$ cat src/rtl/traffic_pkg.sv
// Shared lamp encodings, monitor state/fault-code types and per-road check helpers.
package traffic_pkg;

  localparam logic [2:0] LAMP_RED    = 3'b100;
  localparam logic [2:0] LAMP_YELLOW = 3'b010;
  localparam logic [2:0] LAMP_GREEN  = 3'b001;
  localparam logic [2:0] LAMP_DARK   = 3'b000;

  typedef enum logic [1:0] {
    ST_STARTUP = 2'b00,
    ST_MONITOR = 2'b01,
    ST_FAULT   = 2'b10
  } mon_state_t;

  typedef enum logic [1:0] {
    FC_NONE     = 2'b00,
    FC_ILLEGAL  = 2'b01,
    FC_CONFLICT = 2'b10,
    FC_SEQUENCE = 2'b11
  } fault_code_t;

  // True when exactly one lamp of the road is lit.
  function automatic logic is_one_hot(input logic [2:0] lamp);
    logic ok;
    case (lamp)
      LAMP_RED, LAMP_YELLOW, LAMP_GREEN: ok = 1'b1;
      default:                           ok = 1'b0;
    endcase
    return ok;
  endfunction

  // True when prev->cur is a forbidden step, or yellow ended too early.
  function automatic logic bad_step(input logic [2:0] prev,
                                    input logic [2:0] cur,
                                    input logic [7:0] ycnt,
                                    input logic [7:0] min_yellow);
    logic bad;
    bad = 1'b0;
    if (prev == LAMP_GREEN && cur == LAMP_RED) begin
      bad = 1'b1;
    end else if (prev == LAMP_RED && cur == LAMP_YELLOW) begin
      bad = 1'b1;
    end else if (prev == LAMP_YELLOW && cur == LAMP_GREEN) begin
      bad = 1'b1;
    end else if (prev == LAMP_YELLOW && cur == LAMP_RED && ycnt < min_yellow) begin
      bad = 1'b1;
    end else begin
      bad = 1'b0;
    end
    return bad;
  endfunction

endpackage

$ cat src/rtl/blink_gen.sv
// Flash-pattern generator: phase toggles every FLASH_HALF cycles; restart
// reloads phase 1 with a zero count. phase_next is the value the phase
// register takes at the coming edge, so callers can register lamp drive in step.
module blink_gen #(
  parameter int unsigned FLASH_HALF = 4
) (
  input  logic clk,
  input  logic rst,
  input  logic restart,
  output logic phase_next
);

  localparam logic [7:0] HALF_LAST = 8'(FLASH_HALF - 32'd1);

  logic [7:0] cnt_r;
  logic [7:0] cnt_nxt_s;
  logic       phase_r;
  logic       phase_nxt_s;

  // Next count/phase: restart wins, otherwise count up and toggle at the half-period.
  always_comb begin
    cnt_nxt_s   = cnt_r;
    phase_nxt_s = phase_r;
    if (restart) begin
      cnt_nxt_s   = 8'd0;
      phase_nxt_s = 1'b1;
    end else if (cnt_r >= HALF_LAST) begin
      cnt_nxt_s   = 8'd0;
      phase_nxt_s = ~phase_r;
    end else begin
      cnt_nxt_s   = cnt_r + 8'd1;
      phase_nxt_s = phase_r;
    end
  end

  // Counter and phase registers.
  always_ff @(posedge clk or negedge rst) begin
    if (!rst) begin
      cnt_r   <= 8'd0;
      phase_r <= 1'b1;
    end else begin
      cnt_r   <= cnt_nxt_s;
      phase_r <= phase_nxt_s;
    end
  end

  assign phase_next = phase_nxt_s;

endmodule

$ cat src/rtl/light_conflict_monitor.sv
// Safety monitor between an upstream signal controller and the lamps: passes
// legal aspects through with one cycle of latency and forces flashing red on
// any illegal encoding, conflict or bad sequence until acknowledged.
module light_conflict_monitor
  import traffic_pkg::*;
#(
  parameter int unsigned STARTUP_CYCLES = 8,
  parameter int unsigned FLASH_HALF     = 4,
  parameter int unsigned MIN_YELLOW     = 2
) (
  input  logic       clk,
  input  logic       rst,
  input  logic [2:0] main_light,
  input  logic [2:0] side_light,
  input  logic       clear,
  output logic [2:0] main_out,
  output logic [2:0] side_out,
  output logic       fault,
  output logic [1:0] fault_code
);

  localparam logic [7:0] STARTUP_LAST = 8'(STARTUP_CYCLES - 32'd1);
  localparam logic [7:0] MIN_YEL      = 8'(MIN_YELLOW);

  mon_state_t  state_r, state_nxt_s;
  fault_code_t fault_code_r, code_nxt_s, viol_code_s;
  logic [7:0]  startup_cnt_r;
  logic [7:0]  ycnt_main_r, ycnt_side_r;
  logic [2:0]  prev_main_r, prev_side_r;
  logic [2:0]  main_out_r, side_out_r, main_nxt_s, side_nxt_s;
  logic        fault_r;
  logic        restart_s, phase_nxt_s;
  logic        illegal_s, conflict_s, sequence_s, inputs_ok_s;

  blink_gen #(.FLASH_HALF(FLASH_HALF)) u_blink (
    .clk        (clk),
    .rst        (rst),
    .restart    (restart_s),
    .phase_next (phase_nxt_s)
  );

  // Raw violation terms from the current inputs and last cycle's inputs.
  always_comb begin
    illegal_s   = !is_one_hot(main_light) || !is_one_hot(side_light);
    conflict_s  = (main_light != LAMP_RED) && (side_light != LAMP_RED);
    sequence_s  = bad_step(prev_main_r, main_light, ycnt_main_r, MIN_YEL) ||
                  bad_step(prev_side_r, side_light, ycnt_side_r, MIN_YEL);
    inputs_ok_s = !illegal_s && !conflict_s;
  end

  // Prioritised violation code: illegal > conflict > sequence.
  always_comb begin
    viol_code_s = FC_NONE;
    if (illegal_s) begin
      viol_code_s = FC_ILLEGAL;
    end else if (conflict_s) begin
      viol_code_s = FC_CONFLICT;
    end else if (sequence_s) begin
      viol_code_s = FC_SEQUENCE;
    end else begin
      viol_code_s = FC_NONE;
    end
  end

  // Next state, flash restart and latched fault code.
  always_comb begin
    state_nxt_s = state_r;
    code_nxt_s  = fault_code_r;
    restart_s   = 1'b0;
    case (state_r)
      ST_STARTUP: begin
        if (startup_cnt_r >= STARTUP_LAST) begin
          state_nxt_s = ST_MONITOR;
        end else begin
          state_nxt_s = ST_STARTUP;
        end
      end
      ST_MONITOR: begin
        if (viol_code_s != FC_NONE) begin
          state_nxt_s = ST_FAULT;
          code_nxt_s  = viol_code_s;
          restart_s   = 1'b1;
        end else begin
          state_nxt_s = ST_MONITOR;
        end
      end
      ST_FAULT: begin
        if (clear && inputs_ok_s) begin
          state_nxt_s = ST_STARTUP;
          code_nxt_s  = FC_NONE;
          restart_s   = 1'b1;
        end else begin
          state_nxt_s = ST_FAULT;
        end
      end
      default: begin
        // Corrupted state encoding: fall to the safe flashing state.
        state_nxt_s = ST_FAULT;
        code_nxt_s  = FC_SEQUENCE;
        restart_s   = 1'b1;
      end
    endcase
  end

  // Lamp drive: pass-through only when monitoring and clean, otherwise flash red.
  always_comb begin
    main_nxt_s = LAMP_RED;
    side_nxt_s = LAMP_RED;
    if (state_r == ST_MONITOR && viol_code_s == FC_NONE) begin
      main_nxt_s = main_light;
      side_nxt_s = side_light;
    end else if (phase_nxt_s) begin
      main_nxt_s = LAMP_RED;
      side_nxt_s = LAMP_RED;
    end else begin
      main_nxt_s = LAMP_DARK;
      side_nxt_s = LAMP_DARK;
    end
  end

  // State, fault outputs and registered lamp drive.
  always_ff @(posedge clk or negedge rst) begin
    if (!rst) begin
      state_r      <= ST_STARTUP;
      fault_code_r <= FC_NONE;
      fault_r      <= 1'b0;
      main_out_r   <= LAMP_RED;
      side_out_r   <= LAMP_RED;
    end else begin
      state_r      <= state_nxt_s;
      fault_code_r <= code_nxt_s;
      fault_r      <= (state_nxt_s == ST_FAULT);
      main_out_r   <= main_nxt_s;
      side_out_r   <= side_nxt_s;
    end
  end

  // Startup dwell counter, runs only while in STARTUP.
  always_ff @(posedge clk or negedge rst) begin
    if (!rst) begin
      startup_cnt_r <= 8'd0;
    end else if (state_r == ST_STARTUP) begin
      startup_cnt_r <= startup_cnt_r + 8'd1;
    end else begin
      startup_cnt_r <= 8'd0;
    end
  end

  // Previous inputs and saturating yellow dwell counters, updated in every state.
  always_ff @(posedge clk or negedge rst) begin
    if (!rst) begin
      prev_main_r <= LAMP_RED;
      prev_side_r <= LAMP_RED;
      ycnt_main_r <= 8'd0;
      ycnt_side_r <= 8'd0;
    end else begin
      prev_main_r <= main_light;
      prev_side_r <= side_light;
      if (main_light != LAMP_YELLOW) begin
        ycnt_main_r <= 8'd0;
      end else if (ycnt_main_r != 8'hFF) begin
        ycnt_main_r <= ycnt_main_r + 8'd1;
      end else begin
        ycnt_main_r <= ycnt_main_r;
      end
      if (side_light != LAMP_YELLOW) begin
        ycnt_side_r <= 8'd0;
      end else if (ycnt_side_r != 8'hFF) begin
        ycnt_side_r <= ycnt_side_r + 8'd1;
      end else begin
        ycnt_side_r <= ycnt_side_r;
      end
    end
  end

  assign main_out   = main_out_r;
  assign side_out   = side_out_r;
  assign fault      = fault_r;
  assign fault_code = fault_code_r;

endmodule

$ cat config.mk
export PLATFORM = sky130hd
export DESIGN_NAME = light_conflict_monitor
export DESIGN_NICKNAME = d
export VERILOG_FILES = /design/src/rtl/traffic_pkg.sv /design/src/rtl/blink_gen.sv /design/src/rtl/light_conflict_monitor.sv
export SDC_FILE = /design/constraint.sdc
export NUM_CORES = 1
export LEC_CHECK = 0
export ABC_AREA = 1
export CAP_MARGIN = 20
export CELL_PAD_IN_SITES_DETAIL_PLACEMENT = 2
export CELL_PAD_IN_SITES_GLOBAL_PLACEMENT = 2
export CORE_MARGIN = 2
export CORE_UTILIZATION = 38
export CTS_CLUSTER_DIAMETER = 150
export DETAILED_ROUTE_END_ITERATION = 10
export PLACE_DENSITY_LB_ADDON = 0.1
export SLEW_MARGIN = 40
export SYNTH_ARGS = -nofsm -noshare
export SYNTH_HDL_FRONTEND = slang
export SYNTH_HIERARCHICAL = 1
export SYNTH_SLANG_ARGS = --single-unit
export TNS_END_PERCENT = 30
$ cat constraint.sdc
create_clock -name clk -period 3 [get_ports clk]
set_clock_uncertainty 0.15 [all_clocks]
set_input_delay 0.45 -clock clk [delete_from_list [all_inputs] [get_ports clk]]
set_output_delay 0.45 -clock clk [all_outputs]
set_load 0.01 [all_outputs]
-- Yosys cells after proc, flatten, opt, wreduce, memory -nomap -nowiden
Index checks and enable logic that the tools add are counted.
- input bits: 9
- output and inout port bits: 9
- word-level logic and storage cells: 108
- flip-flop bits (word level): 50
- add/subtract/negate cells: 4
- reduce and logical (&&, ||, !) cells: 28
- eq/ne operators: 23
- $lt $le $gt $ge: 4
- bitwise logic cells: 2
- muxes and demuxes: 35
- operator list (operator ; number):
    8-bit two-way mux ; 7
    8-bit by 1-bit adder with 8-bit output (second input constant) ; 4
    8-bit by 2-bit < comparator with 1-bit output (second input constant) ; 2
    8-bit inequality test (second input constant) ; 2
    1-bit two-way mux ; 15
    1-bit logical AND ; 14
    2-bit two-way mux ; 7
    3-bit by 1-bit == test with 1-bit output (second input constant) ; 4
    3-bit by 2-bit == test with 1-bit output (second input constant) ; 4
    3-bit == test (second input constant) ; 4
    2-bit case mux with 3 select lines ; 2
    3-bit two-way mux ; 3
    8-bit by 2-bit greater-or-equal comparator with 1-bit output (second input constant) ; 1
    8-bit by 3-bit greater-or-equal comparator with 1-bit output (second input constant) ; 1
    3-bit by 2-bit inequality test with 1-bit output (second input constant) ; 2
    3-bit inequality test (second input constant) ; 2
    2-bit nonzero test ; 3
    3-bit OR reduction ; 2
    2-bit == test (second input constant) ; 2
    1-bit logical NOT ; 4
    2-bit logical NOT ; 2
    2-bit inequality test (second input constant) ; 2
    1-bit case mux with 3 select lines ; 1
    3-bit AND reduction ; 1
    3 further kinds ; 5

-- Logic depth before layout (Yosys ltp)
Gate-level depths: netlist of the first run.
- word-level depth: 17
- depth in mapped cells: 13

-- Hierarchy
Netlist of the first run, hierarchy kept.
- modules (own cells, without submodules) (module ; area each (um^2) ; cells each ; times used):
    light_conflict_monitor ; 2114.5 ; 259 ; 1
    blink_gen ; 325.3 ; 31 ; 1

-- Least setup slack after synthesis of the first run
OpenSTA, ideal clock, no wires.
- path kind: reg2reg
- from: register prev_main_r[2]
- to: register main_out_r[2] (netlist: main_out[2])
- buffers on the path: 0
- data required time: 2774 ps
- stages on the path, launching flop included: 13
- path slack: 1282 ps
- arrival time: 1492 ps
- period minus slack after synthesis: 1718 ps
- cell sequence: dfstp_2 -> inv_1 -> nand3_1 -> or2_0 -> nand2_1 -> nor2_2 -> nand4_1 -> nand2_2 -> inv_1 -> inv_1 -> nand3_1 -> nand2_2 -> nand2_1
- cells in the longest elaborated chain, start to end: 17
- elaborated cells between the ends (all ways): 24
- RTL lines (item ; line ; RTL):
    start, declared ; light_conflict_monitor.sv:29 ; logic [2:0] prev_main_r, prev_side_r;
    start signal, assigned ; light_conflict_monitor.sv:157 ; prev_main_r <= main_light;
    3-bit by 2-bit == test with 1-bit output ; traffic_pkg.sv:43, traffic_pkg.sv:45 ;
    1-bit logical AND (2 in series) ; traffic_pkg.sv:45 ; end else if (prev == LAMP_YELLOW && cur == LAMP_RED && ycnt < min_yellow) begin
    1-bit two-way mux ; traffic_pkg.sv:45 ;
    1-bit two-way mux ; traffic_pkg.sv:43 ; end else if (prev == LAMP_YELLOW && cur == LAMP_GREEN) begin
    1-bit two-way mux ; traffic_pkg.sv:41 ; end else if (prev == LAMP_RED && cur == LAMP_YELLOW) begin
    1-bit two-way mux * ; traffic_pkg.sv:39 ; if (prev == LAMP_GREEN && cur == LAMP_RED) begin
    1-bit logical OR * ; light_conflict_monitor.sv:46 ; sequence_s = bad_step(prev_main_r, main_light, ycnt_main_r, MIN_YEL) ||
    2-bit two-way mux * ; light_conflict_monitor.sv:58 ; end else if (sequence_s) begin
    [... 3 more ...] ; n/a ;
    1-bit two-way mux * ; light_conflict_monitor.sv:79 ; if (viol_code_s != FC_NONE) begin
    1-bit case mux with 3 select lines * ; light_conflict_monitor.sv:70 ; case (state_r)
    net restart_s ; light_conflict_monitor.sv:32 ; logic restart_s, phase_nxt_s;
    1-bit two-way mux * ; blink_gen.sv:24 ; if (restart) begin
    net phase_nxt_s ; light_conflict_monitor.sv:32 ;
    3-bit two-way mux * ; light_conflict_monitor.sv:112 ; end else if (phase_nxt_s) begin
    3-bit two-way mux * ; light_conflict_monitor.sv:109 ; if (state_r == ST_MONITOR && viol_code_s == FC_NONE) begin
    net main_nxt_s[2] ; light_conflict_monitor.sv:30 ; logic [2:0] main_out_r, side_out_r, main_nxt_s, side_nxt_s;
    end signal, assigned ; light_conflict_monitor.sv:133 ; main_out_r <= main_nxt_s;
    end, declared ; light_conflict_monitor.sv:30 ;
Mark *: on every way through the listed nets, which the timed path passes. The rest lies on a longest branch.
A chain may end at the register's enable or synchronous reset.

-- Worst setup path after layout of the first run
- from: input port side_light[2]
- to: register main_out_r[2] (netlist: main_out[2])
- cells in the longest elaborated chain, start to end: 17
- elaborated cells between the ends (all ways): 35
- RTL lines (item ; line ; RTL):
    start, declared ; light_conflict_monitor.sv:14 ; input logic [2:0] side_light,
    3-bit == test ; traffic_pkg.sv:25, traffic_pkg.sv:39, traffic_pkg.sv:45 ;
    1-bit logical AND (2 in series) ; traffic_pkg.sv:45 ;
    1-bit two-way mux ; traffic_pkg.sv:45 ;
    1-bit two-way mux ; traffic_pkg.sv:43 ;
    1-bit two-way mux ; traffic_pkg.sv:41 ;
    1-bit two-way mux ; traffic_pkg.sv:39 ;
    1-bit logical OR ; light_conflict_monitor.sv:46 ;
    2-bit two-way mux ; light_conflict_monitor.sv:58 ;
    [... 3 more ...] ; n/a ;
    1-bit two-way mux ; light_conflict_monitor.sv:79 ;
    1-bit case mux with 3 select lines * ; light_conflict_monitor.sv:70 ;
    net restart_s ; light_conflict_monitor.sv:32 ;
    1-bit two-way mux * ; blink_gen.sv:24 ;
    net phase_nxt_s ; light_conflict_monitor.sv:32 ;
    3-bit two-way mux * ; light_conflict_monitor.sv:112 ;
    3-bit two-way mux * ; light_conflict_monitor.sv:109 ;
    net main_nxt_s[2] ; light_conflict_monitor.sv:30 ;
Marks and branches as above.

==> summary.md, run 1 <==
The count of H-tree levels built during CTS is 2. The maximum net fanout on the critical path came out at 7. The final-report hold violation count is 0. Counting stages on the worst path, the most repeated cell is sky130_fd_sc_hd__nand2_2. The number of design rule violations left after detail routing was 0; the post-placement cell count was 392. The tools report the area taken by flip-flops and latches as 1260 µm². In this design, the largest share of critical-path delay is due to simple AND/OR/NAND/NOR gates.

The number of global-route vias before repair came out at 2171. The routed design could run at a clock period as short as 2230 ps. The post-layout instance area came out at 2860 µm². The path class of the lowest-slack min-delay path is input pin to async pin. On the critical path, the stage with the largest delay is an instance of sky130_fd_sc_hd__clkdlybuf4s50_1. Wires add up to 6.12 mm. Once the floorplan was initialized, standard cells occupied 38.9% of the core.

Net switching is 29.1% of the power. The tools report the kind of capture point of the worst setup path as a register. The average via count per standard cell was 5.13. The number of buffers added on ports was 17; the data required time of the critical path was 3100 ps.

Count of warnings emitted by yosys: 6. The worst setup path is launched from an input pin. The run gives 0 as the total setup buffers inserted after CTS. The tool flagged a number of max-cap violations equal to 0. The first-pass detailed-route iteration total is 4, and the internal power summed over all cells is 1.14 mW. The synthesized netlist occupies a cell area of 2440 µm².

The reg-to-reg setup timing slack was 980 ps; the insertion delay to the later sink of the worst-skew pair was 310 ps. For this run, the post-layout net count is 336. Global routing consumed, over all layers together, 18.8% of the routing resources.

At the end of the flow the core is filled with cells to 45.6%. The netlist uses 30 different library cells. Kind of critical path: input pin to register. The critical path startpoint was side_light[2]. Dividing the final minimum period by the clock period gives 74.5%. The standby leakage power is 1.41 nW. The overall via count from detail_route is 2057, and the worst slack on hold paths is 286 ps. The tools report the cts-stage hold buffer count as 1. The synthesized area divided by synthesized cell count works out to 8.41 µm².

Global routing finished with a remaining overflow of 0. Global-route wire length before repair: 10.7 mm. Setup repair after global routing left no endpoint under its margin.

The largest single stage delay on the critical path is 510 ps. In this run, the clock network consumes 30.1% of the power. TritonCTS built the clock tree. In this run the remaining antenna-violating nets after routing total 0.

The run gives 0 as the count of final max-slew check failures. The detailed router finished its first iteration with 56 violations. After the flow finishes, the layout carries non-filler instances totaling 401.

The buffer levels on the longest clock path is 2. In the final layout, the multi-input gates occupy 1030 µm². In the final timing run, aggregate negative setup slack is 0 ps. The layout has 729 filler cells. The worst-case IR drop observed on VDD is 0.292 mV. During I/O placement, the number of pins put on the boundary was 18. Clock tree synthesis selected as its root buffer the cell sky130_fd_sc_hd__clkbuf_8. The initial antenna violation count came out at 0. The area of the die is 7080 µm², and the clock buffer count from CTS is 5.

The critical path contains buffers and inverters numbering 4 combined. After clock tree synthesis, the repair step resized 0 gates. The wire length per cell is 15.3 µm, and the part of the power in combinational logic is 18.7%. Summing all placed instances gives a cell area of 2740 µm².

The clock transition at the register clock pins on the worst setup and hold paths after CTS is 100 ps, and the post-synthesis instance total is 290. After legalization and detailed placement, the total HPWL measured 4.42 mm. The run gives 29 as the number of rows in the core area. The logs give 0.775 for the placer's final routability congestion estimate and 0.467 mW for the power dissipated by switching net loads. The count of inserted antenna diode cells is 0, and the width of the die is 84.1 µm.

The area of the placeable core was 6280 µm². Timing would allow up to 448 MHz. The endpoint arrival time on the critical path is 2340 ps. The tools report the part of the power in registers as 51.2%. The startpoint identified for the worst register-to-register timing path is prev_main_r[2]. Cells with a size suffix above 1 make up 13.6% of the layout. The run gives 50 as the total number of clock tree sinks.

In this run, synthesis produced a sequential element count of 50. Entering global routing, the biggest net connects 26 pins. For this run, the register share of the synthesized area comes to 51.5%. The run finished with clean final reports. The post-synthesis to final-layout area growth was 17.3%. Setup violations remaining at the end of the flow were counted as 0. Traced cell by cell, the critical path runs through clkdlybuf4s50_1, inv_2, nand3_2, nand3_1, nand2_2, nor2_1, nand4_1, nand2_2, inv_1, inv_1, nand3_1, nand2_2, nand2_1.

The die boundary height was 84.1 µm; the power density over cell area was 561 nW/µm².
-- layout make-up --
type	instances	share of cell area (%)
Tap cell	77	3.37
Clock inverter	3	1.40
Multi-Input combinational cell	199	35.9
Inverter	46	6.03
Sequential cell	50	43.9
Clock buffer	5	2.40
Timing Repair Buffer	21	6.91
-- through the flow --
| stage | setup WS [ps] | total power [mW] |
|---|---|---|
| after floorplan | 1280 | 0.979 |
| after global placement | 593 | 1.12 |
| after detailed placement | 446 | 1.13 |
| after CTS | 743 | 1.63 |
| after global routing | 591 | 1.70 |
| final | 766 | 1.61 |
-- cell usage after synthesis --
cell / number / share of area (%)
sky130_fd_sc_hd__a22oi_2: 1 / 0.51
sky130_fd_sc_hd__o21ai_0: 19 / 3.9
sky130_fd_sc_hd__ha_1: 4 / 2.1
sky130_fd_sc_hd__or2_0: 1 / 0.26
sky130_fd_sc_hd__nand3_2: 4 / 1.6
sky130_fd_sc_hd__nor3_2: 2 / 0.82
sky130_fd_sc_hd__dfrtp_1: 45 / 46
sky130_fd_sc_hd__nand2_2: 4 / 1.0
sky130_fd_sc_hd__a21oi_4: 1 / 0.67
sky130_fd_sc_hd__nor3_1: 6 / 1.2
sky130_fd_sc_hd__nand4_2: 1 / 0.51
sky130_fd_sc_hd__conb_1: 1 / 0.15
sky130_fd_sc_hd__dfstp_2: 5 / 5.4
sky130_fd_sc_hd__xor2_1: 3 / 1.1
sky130_fd_sc_hd__o21ai_1: 1 / 0.20
sky130_fd_sc_hd__nor2_1: 45 / 6.9
sky130_fd_sc_hd__a21boi_0: 1 / 0.31
sky130_fd_sc_hd__a21oi_1: 7 / 1.4
sky130_fd_sc_hd__nor3_4: 1 / 0.67
sky130_fd_sc_hd__nor2_2: 7 / 1.8
sky130_fd_sc_hd__inv_1: 42 / 6.5
sky130_fd_sc_hd__nand3_1: 28 / 5.7
sky130_fd_sc_hd__nand2_1: 47 / 7.2
sky130_fd_sc_hd__a211oi_2: 1 / 0.51
sky130_fd_sc_hd__o31ai_1: 2 / 0.62
sky130_fd_sc_hd__xnor2_1: 1 / 0.36
sky130_fd_sc_hd__inv_2: 4 / 0.62
sky130_fd_sc_hd__nand2_4: 1 / 0.46
sky130_fd_sc_hd__nand4_1: 3 / 0.77
sky130_fd_sc_hd__a31oi_1: 2 / 0.51
-- cell usage in the layout (no fill, tap or decap), types with 3 or more instances in the layout --
cell type / netlist / routed
sky130_fd_sc_hd__a21oi_1: 7 / 7
sky130_fd_sc_hd__buf_4: 0 / 3
sky130_fd_sc_hd__clkbuf_8: 0 / 5
sky130_fd_sc_hd__clkdlybuf4s50_1: 0 / 16
sky130_fd_sc_hd__conb_1: 1 / 6
sky130_fd_sc_hd__dfrtp_1: 45 / 45
sky130_fd_sc_hd__dfstp_2: 5 / 5
sky130_fd_sc_hd__ha_1: 4 / 4
sky130_fd_sc_hd__inv_1: 42 / 42
sky130_fd_sc_hd__inv_2: 4 / 4
sky130_fd_sc_hd__nand2_1: 47 / 47
sky130_fd_sc_hd__nand2_2: 4 / 4
sky130_fd_sc_hd__nand3_1: 28 / 28
sky130_fd_sc_hd__nand3_2: 4 / 4
sky130_fd_sc_hd__nand4_1: 3 / 3
sky130_fd_sc_hd__nor2_1: 45 / 45
sky130_fd_sc_hd__nor2_2: 7 / 7
sky130_fd_sc_hd__nor3_1: 6 / 6
sky130_fd_sc_hd__o21ai_0: 19 / 19
sky130_fd_sc_hd__xor2_1: 3 / 3
-- metal layers --
metal  up-vias  wire length [µm]  global-route usage, %
li1        988                 -                      -
met2        23              2970                   30.9
met3         9               154                   3.83
met1      1037              2890                   25.2
met5         -                 0                      0
met4         0               103                   5.87
-- worst register-to-register path: stages, from the launching register on --
cell	delay, ps
sky130_fd_sc_hd__dfstp_2	560
sky130_fd_sc_hd__inv_1	80
sky130_fd_sc_hd__nand3_1	130
sky130_fd_sc_hd__or2_0	130
sky130_fd_sc_hd__nand2_1	80
sky130_fd_sc_hd__nor2_2	140
sky130_fd_sc_hd__nand4_1	180
sky130_fd_sc_hd__nand2_2	130
sky130_fd_sc_hd__inv_1	50
sky130_fd_sc_hd__inv_1	70
sky130_fd_sc_hd__nand3_1	120
sky130_fd_sc_hd__nand2_2	100
sky130_fd_sc_hd__nand2_1	50
-- state kept, by name, indices dropped and copies added (netlist names) --
register / count
u_blink/cnt_r: 8
u_blink/phase_r: 1
side_out: 3
startup_cnt_r: 8
prev_main_r: 3
fault: 1
fault_code: 2
state_r: 2
prev_side_r: 3
ycnt_side_r: 8
ycnt_main_r: 8
main_out: 3
-- power by group through the flow --
| stage | Sequential [mW] | Combinational, mW | Clock [mW] |
|---|---|---|---|
| finish | 0.822 | 0.301 | 0.483 |
| global placement | 0.831 | 0.287 | 0 |
| floorplan | 0.840 | 0.139 | 0 |
| global route | 0.834 | 0.347 | 0.517 |
| CTS | 0.823 | 0.308 | 0.497 |
| detailed placement | 0.834 | 0.299 | 0 |
-- logic make-up (layout without fill, tap and decap cells) --
family / Yosys count / in the layout / synth area share, %
AO/OA/AOI/OAI: 35 / 35 / 8.67
AND/OR/NAND/NOR: 150 / 150 / 29.1
adder cells (fa/ha/maj): 4 / 4 / 2.05
XOR/XNOR: 4 / 4 / 1.44
buffers and inverters: 46 / 75 / 7.08
other: 1 / 6 / 0.154
flip-flops: 50 / 50 / 51.5
-- worst paths after layout --
path,end,depth (start not counted)
setup / recovery,main_out[2],13
hold / removal,ycnt_main_r[4],2
setup reg to reg,main_out[2],12
hold reg to reg,u_blink/cnt_r[0],1
max in group asynchronous,prev_side_r[2],3
min in group clk,u_blink/cnt_r[0],1
(Power assumes the default switching activity.)
==> run 2: changes to the inputs <==
--- a/config.mk
+++ b/config.mk
@@ -10,7 +10,7 @@
 export CELL_PAD_IN_SITES_DETAIL_PLACEMENT = 2
 export CELL_PAD_IN_SITES_GLOBAL_PLACEMENT = 2
 export CORE_MARGIN = 2
-export CORE_UTILIZATION = 38
+export CORE_UTILIZATION = 32
 export CTS_CLUSTER_DIAMETER = 150
 export DETAILED_ROUTE_END_ITERATION = 10
 export PLACE_DENSITY_LB_ADDON = 0.1
==> constraint.sdc (replaced) <==
create_clock -name clk -period 2.05 [get_ports clk]
set_clock_uncertainty 0.15 [all_clocks]
set_input_delay 0.3075 -clock clk [delete_from_list [all_inputs] [get_ports clk]]
set_output_delay 0.3075 -clock clk [all_outputs]
set_load 0.01 [all_outputs]
==> summary.md, run 2 (synthesis gave the netlist of run 1 again) <==
The run finished with clean final reports. The longest clock path from root to sink contains 2 buffers. The count of final max-slew check failures is 0, and the endpoint arrival time on the critical path is 1990 ps.

At the worst endpoint, the required time is 2140 ps. Final non-filler cell total: 442. The worst-case IR drop observed on VDD is 0.391 mV.

Met1 demand-to-capacity share in global routing: 21.3%. In the final design database the tool counted 355 nets. The tools report the largest net degree at the start of global routing as 51. The power density over cell area is 777 nW/µm². Detailed placement finished with a half-perimeter wire length of 4.55 mm.

For the final-report hold violation count, the log shows 0. In this run the count of I/O pins placed on the die edge is 18. For this block, the initial DRC count from the detailed router was 37. The H-tree generated during clock tree synthesis spans 2 levels. Power comes to 2.39 mW. In this run the core area contains 31 standard-cell rows.

After global routing, the most crowded layer is met2. The tools report the part of the power in combinational logic as 19.7%. The first global-routing pass estimated 10.7 mm of wire. Summing all flip-flop and latch instances after layout gives 1260 µm². Relative to the synthesized area, the layout overhead comes to 26.0%. Worst reg-to-reg path cell count: 12. In the routed layout, each cell is associated on average with a via count of 4.73.

The path class of the lowest-slack min-delay path was input pin to register. Leaving out fill and tap cells, the most frequent cell in the layout is sky130_fd_sc_hd__nand2_1. The largest stage delay on the critical path was 560 ps; the max-cap check violation count was 0. In this run the worst path has a maximum fanout of 3. After layout, the worst path uses 92.6% of the clock period. Counting the fill cells in the layout gives 833.

At the end of routability-driven placement, the weighted congestion stood at 0.763. The tools report the maximum frequency from static timing analysis as 527 MHz. Global routing consumed, on the met3 layer, 3.07% of the routing resources.

The internal power of the cells totals 1.70 mW. The number of buffers added on ports is 17, and the power dissipated by switching net loads is 0.688 mW. The floorplan step defined a core boundary enclosing 7330 µm². The count of nets left with antenna violations once routing finished came out at 0. The analysis attributes to cell leakage a power of 1.55 nW. Setup violations remaining at the end of the flow were counted as 0.

For this run, the share of the core covered by cells in the final layout is 41.9%. For the initial antenna violation count, the log shows 0. Of the total power, the clock network draws 29.9%.

The worst setup path is of the input pin to register kind. The number of placed instances, taps included, is 431. The worst path in the final design needs a cycle of 1900 ps, including I/O delays and setup.

The logs give 2091 for the overall via count from detail_route and 2228 for the number of global-route vias before repair. The die boundary height was 91.3 µm; the wire length per cell was 13.7 µm. Global router's overall resource usage: 16.0%. In this run, flip-flops and latches consume 50.3% of the power. The slowest library cell on the worst path is sky130_fd_sc_hd__clkdlybuf4s50_1. TritonCTS built the clock tree.

The width of the die was 91.3 µm. Hold timing on the final database bottoms out at a slack of 42.1 ps. For this run, the detailed router's first-pass iteration total came to 3. The tools report the footprint of the multi-input gates as 1050 µm². The worst setup path is launched from an input pin.

The clock transition at the register clock pins on the worst setup and hold paths after CTS came out at 100 ps. With fillers left out, the area of the finished cells amounts to 3070 µm². Met2 usage: 26.8%. For the worst-skew pair, the clock arrives at the later sink with an insertion delay of 310 ps. The proportion of total power due to net switching came out at 28.8%. For this run the aggregate overflow at the end of global routing stands at 0. In this run the cell area measured after placement is 2910 µm². 0 antenna diodes ended up in the layout.

The detailed-route wire length was 6.05 mm; the hold path depth was 1. In the routed design, unresolved DRC markers number 0. The top cell types in the final layout, fill and taps aside, are 47 x sky130_fd_sc_hd__nand2_1, 45 x sky130_fd_sc_hd__nor2_1, 45 x sky130_fd_sc_hd__dfrtp_1. Once the floorplan was initialized, standard cells occupied 33.3% of the core.

The share of post-route cells with drive strength above 1 works out to 19.0%. Clock tree synthesis found a total of 50 sinks. The kind of capture point of the worst setup path was a register.

Traced cell by cell, the critical path runs through clkdlybuf4s50_1, inv_2, nand3_2, nor2_2, nor2_2, nand2_1, nor2_2, nand4_1, nand2_2, inv_1, inv_1, nand3_2, nand2_2, nand2_1. The die covers 8340 µm². The clock buffer count from CTS was 5.

Critical path's most frequent cell: sky130_fd_sc_hd__nor2_2. The tree is rooted in a sky130_fd_sc_hd__clkbuf_8.
==> run 2: cell types whose count changed in the layout (fill, tap and decap cells not counted), sizes merged <==
cell | previous run | this run
clkbuf | 5 | 6
buf | 4 | 23
clkdlybuf4s50 | 16 | 12
dlymetal6s2s | 0 | 4
clkinv | 2 | 1
==> run 2: stage by stage <==
stage	TNS (ps)	setup slack [ps]
floorplan	0	332
global placement	-506	-93.7
detailed placement	-1310	-199
CTS	0	84.3
global route	-9.26	-7.39
finish	0	152
==> run 2: layout make-up <==
cell class,count,share of cell area [%]
clock buffers,6,2.36
clock inverters,2,1.26
inverters,46,5.62
multi-input cells,199,34.0
flip-flops and latches,50,40.9
well taps,99,4.03
repair buffers,40,11.8
==> run 2: power groups by stage <==
stage               clock network [mW]  registers (mW)  logic [mW]
global route                     0.788            1.22       0.535
CTS                              0.744            1.20       0.476
floorplan                            0            1.23       0.204
finish                           0.715            1.20       0.471
global placement                     0            1.22       0.450
detailed placement                   0            1.22       0.473
==> run 2: what timing repair did <==
| action | in CTS | in global routing |
|---|---|---|
| hold buffers | 1 | 0 |
| endpoints found under the hold margin | 45 | 0 |
| gates resized for setup | 0 | 9 |
| setup endpoints to repair | 0 | 4 |
| setup buffers | 0 | 2 |
==> run 2: critical path, delay by kind of cell <==
kind	cells	cell delay, ps
AND/OR/NAND/NOR	10	930
buffers and inverters	4	740
==> run 2: worst paths after layout <==
path                             startpoint          endpoint  slack [ps]
max reg2reg                  prev_main_r[2]       main_out[2]         170
max                           side_light[2]       main_out[2]         150
min reg2reg                u_blink/cnt_r[0]  u_blink/cnt_r[0]         290
min in group asynchronous               rst    ycnt_main_r[4]         370
max in group asynchronous               rst    prev_side_r[2]        1060
min                           main_light[0]    prev_main_r[0]          40
==> run 2: layer usage <==
metal	vias to the layer above	wire length, µm
li1	1020	-
met1	1046	2980
met2	19	2870
met3	6	124
met4	0	70
met5	-	0
==> run 3: changes to the inputs <==
--- a/config.mk
+++ b/config.mk
@@ -9,11 +9,11 @@
 export CAP_MARGIN = 20
 export CELL_PAD_IN_SITES_DETAIL_PLACEMENT = 2
 export CELL_PAD_IN_SITES_GLOBAL_PLACEMENT = 2
-export CORE_MARGIN = 2
 export CORE_UTILIZATION = 32
 export CTS_CLUSTER_DIAMETER = 150
 export DETAILED_ROUTE_END_ITERATION = 10
 export PLACE_DENSITY_LB_ADDON = 0.1
+export SKIP_CTS_REPAIR_TIMING = 1
 export SLEW_MARGIN = 40
 export SYNTH_ARGS = -nofsm -noshare
 export SYNTH_HDL_FRONTEND = slang
==> summary.md, run 3 (synthesis gave the netlist of run 1 again) <==
Counting tap cells, the placed design contains a total of 430 instances. The pre-antenna-repair detailed-routing pass consisted of 4 iterations. Startpoint of the worst register-to-register path: prev_main_r[2].

The design draws 2.26 mW. The count of final max-slew check failures came out at 0. The area taken by flip-flops and latches was 1260 µm². The total overflow left after global routing is 0.

STA classifies the critical path endpoint as a register. The max-cap check violation count came out at 0. The clock passes through at most 2 buffers. The number of cells on the worst reg-to-reg path is 13. 0 antenna diodes ended up in the layout. The number of design rule violations left after detail routing came out at 0. The final HPWL from detailed placement is 4.67 mm. OpenSTA, run right after detailed placement, puts the worst setup slack at -248 ps. For flop-to-flop paths, the worst setup slack is 160 ps.

STA puts the critical path data arrival time at 1980 ps. Clock buffer count from CTS: 5. From synthesis to final layout, the design area changed by 24.5%. The floorplan has 31 rows. For the initial antenna violation count, the log shows 0. TritonCTS built the clock tree. The clock period could shrink to 1890 ps. Excluding fillers, the count of instances in the completed layout stands at 441. Final antenna-violating net count: 0. The run finished with clean final reports. Insertion delay to the later sink of the worst-skew pair: 310 ps. After filler insertion, the fill cell instance count of the layout stands at 832. The final-report hold violation count is 0, and the area of the die is 7980 µm².

After detailed routing, the number of vias per cell comes to 4.71. The share of post-route cells with drive strength above 1 came out at 18.7%. Detailed-route wire length: 6.05 mm. The run gives 7330 µm² as the area of the placeable core. The critical path startpoint was prev_main_r[2]. During placement, the flow inserted port buffers numbering 17.

The peak supply drop was 0.380 mV. The count of H-tree levels built during CTS is 2. Setup violations remaining at the end of the flow were counted as 0. The logs give 1.53 nW for the standby leakage power and 160 ps for the worst setup slack after layout. The die is 89.3 µm wide. Global-route wire length before repair: 10.4 mm. The critical path is of the register to register type.

The library cells used most frequently in the layout, excluding fill and tap cells, are 47 x sky130_fd_sc_hd__nand2_1, 45 x sky130_fd_sc_hd__nor2_1, 45 x sky130_fd_sc_hd__dfrtp_1. Leaving out fill and tap cells, the most frequent cell in the layout is sky130_fd_sc_hd__nand2_1. The worst path uses 92.2% of the clock period. The maximum net fanout on the critical path works out to 3. The critical register-to-register path endpoint is side_out[2]. The first routing iteration left 40 violations. In the final timing run, aggregate negative setup slack is 0 ps.

End point of the critical path: side_out[2]. In the final design database the tool counted 354 nets. The tools report the critical path launch point type as a register.

Derived from the worst setup path, the maximum achievable clock frequency is 529 MHz. The power density over cell area is 745 nW/µm², and the placer's final routability congestion estimate is 0.736. The total number of clock tree sinks is 50, and the clock transition at the register clock pins on the worst setup and hold paths after CTS is 100 ps. The wire length per cell came out at 13.7 µm. The effective utilization at floorplan was 33.3%. In the final layout, the multi-input gates occupy 1040 µm². The number of primary I/O pins is 18, and the die boundary height is 89.3 µm.

The logs give 2078 for the overall via count from detail_route and 17.2% for the global router's overall resource usage. Entering global routing, the biggest net connects 51 pins. Number of global-route vias before repair: 2220. Path class of the lowest-slack min-delay path: input pin to register. For the worst setup path, the data required time is 2140 ps.

The tools report the clock root buffer as sky130_fd_sc_hd__clkbuf_8.
==> run 3: changes by cell type in the layout (fill, tap and decap cells not counted), sizes merged <==
cell,before,now
bufinv,1,0
dlymetal6s2s,4,5
buf,23,22
clkdlybuf4s50,12,11
clkinv,1,0
clkinvlp,0,2
==> run 3: cell type report <==
type / instances / share of cell area, %
Clock inverter: 2 / 0.494
Timing Repair Buffer: 39 / 11.8
Inverter: 46 / 5.68
Sequential cell: 50 / 41.4
Clock buffer: 6 / 2.39
Tap cell: 99 / 4.08
Multi-Input combinational cell: 199 / 34.2
==> run 3: power by group <==
group          internal [mW]  switching (mW)
Sequential              1.12          0.0786
Clock                  0.241           0.352
Combinational          0.210           0.258
Total                   1.57           0.688
==> run 3: worst max-delay path: stages (launching register included) <==
cell and delay, ps:
sky130_fd_sc_hd__dfstp_2 560, sky130_fd_sc_hd__inv_1 70, sky130_fd_sc_hd__nand3_1 80, sky130_fd_sc_hd__nor2_1 50, sky130_fd_sc_hd__nor2_1 80, sky130_fd_sc_hd__nand2_1 70
sky130_fd_sc_hd__nor2_2 130, sky130_fd_sc_hd__nand4_1 140, sky130_fd_sc_hd__nand2_2 120, sky130_fd_sc_hd__inv_1 60, sky130_fd_sc_hd__inv_2 60, sky130_fd_sc_hd__nand3_2 90
sky130_fd_sc_hd__nand2_2 90, sky130_fd_sc_hd__nand2_1 70
==> run 3: routing by layer <==
| layer | wire length (µm) | GRT usage [%] | vias to the layer above |
|---|---|---|---|
| li1 | - | - | 1018 |
| met1 | 2880 | 21.9 | 1030 |
| met2 | 2940 | 29.6 | 23 |
| met3 | 127 | 2.49 | 7 |
| met4 | 94 | 6.49 | 0 |
| met5 | 0 | 0 | - |
==> run 3: how the worst min path moves through the flow <==
| stage | slack (ps) | to | from | cells past startpoint |
|---|---|---|---|---|
| floorplan | -140 | fault | rst | 0 |
| global placement | 170 | ycnt_main_r[6] | rst | 2 |
| detailed placement | 170 | ycnt_main_r[6] | rst | 2 |
| CTS | -170 | ycnt_main_r[6] | rst | 2 |
| global route | 60 | prev_side_r[0] | side_light[0] | 1 |
| finish | 70 | prev_side_r[0] | side_light[0] | 1 |
==> run 3: metrics by stage <==
step,hold WS (ps),instance area [µm²],utilization (%)
after floorplan,-138,2460,-
after global placement,171,2900,39.6
after detailed placement,172,2900,39.6
after CTS,-173,2990,40.8
after global routing,62.7,3040,41.4
final,71.0,3040,41.4
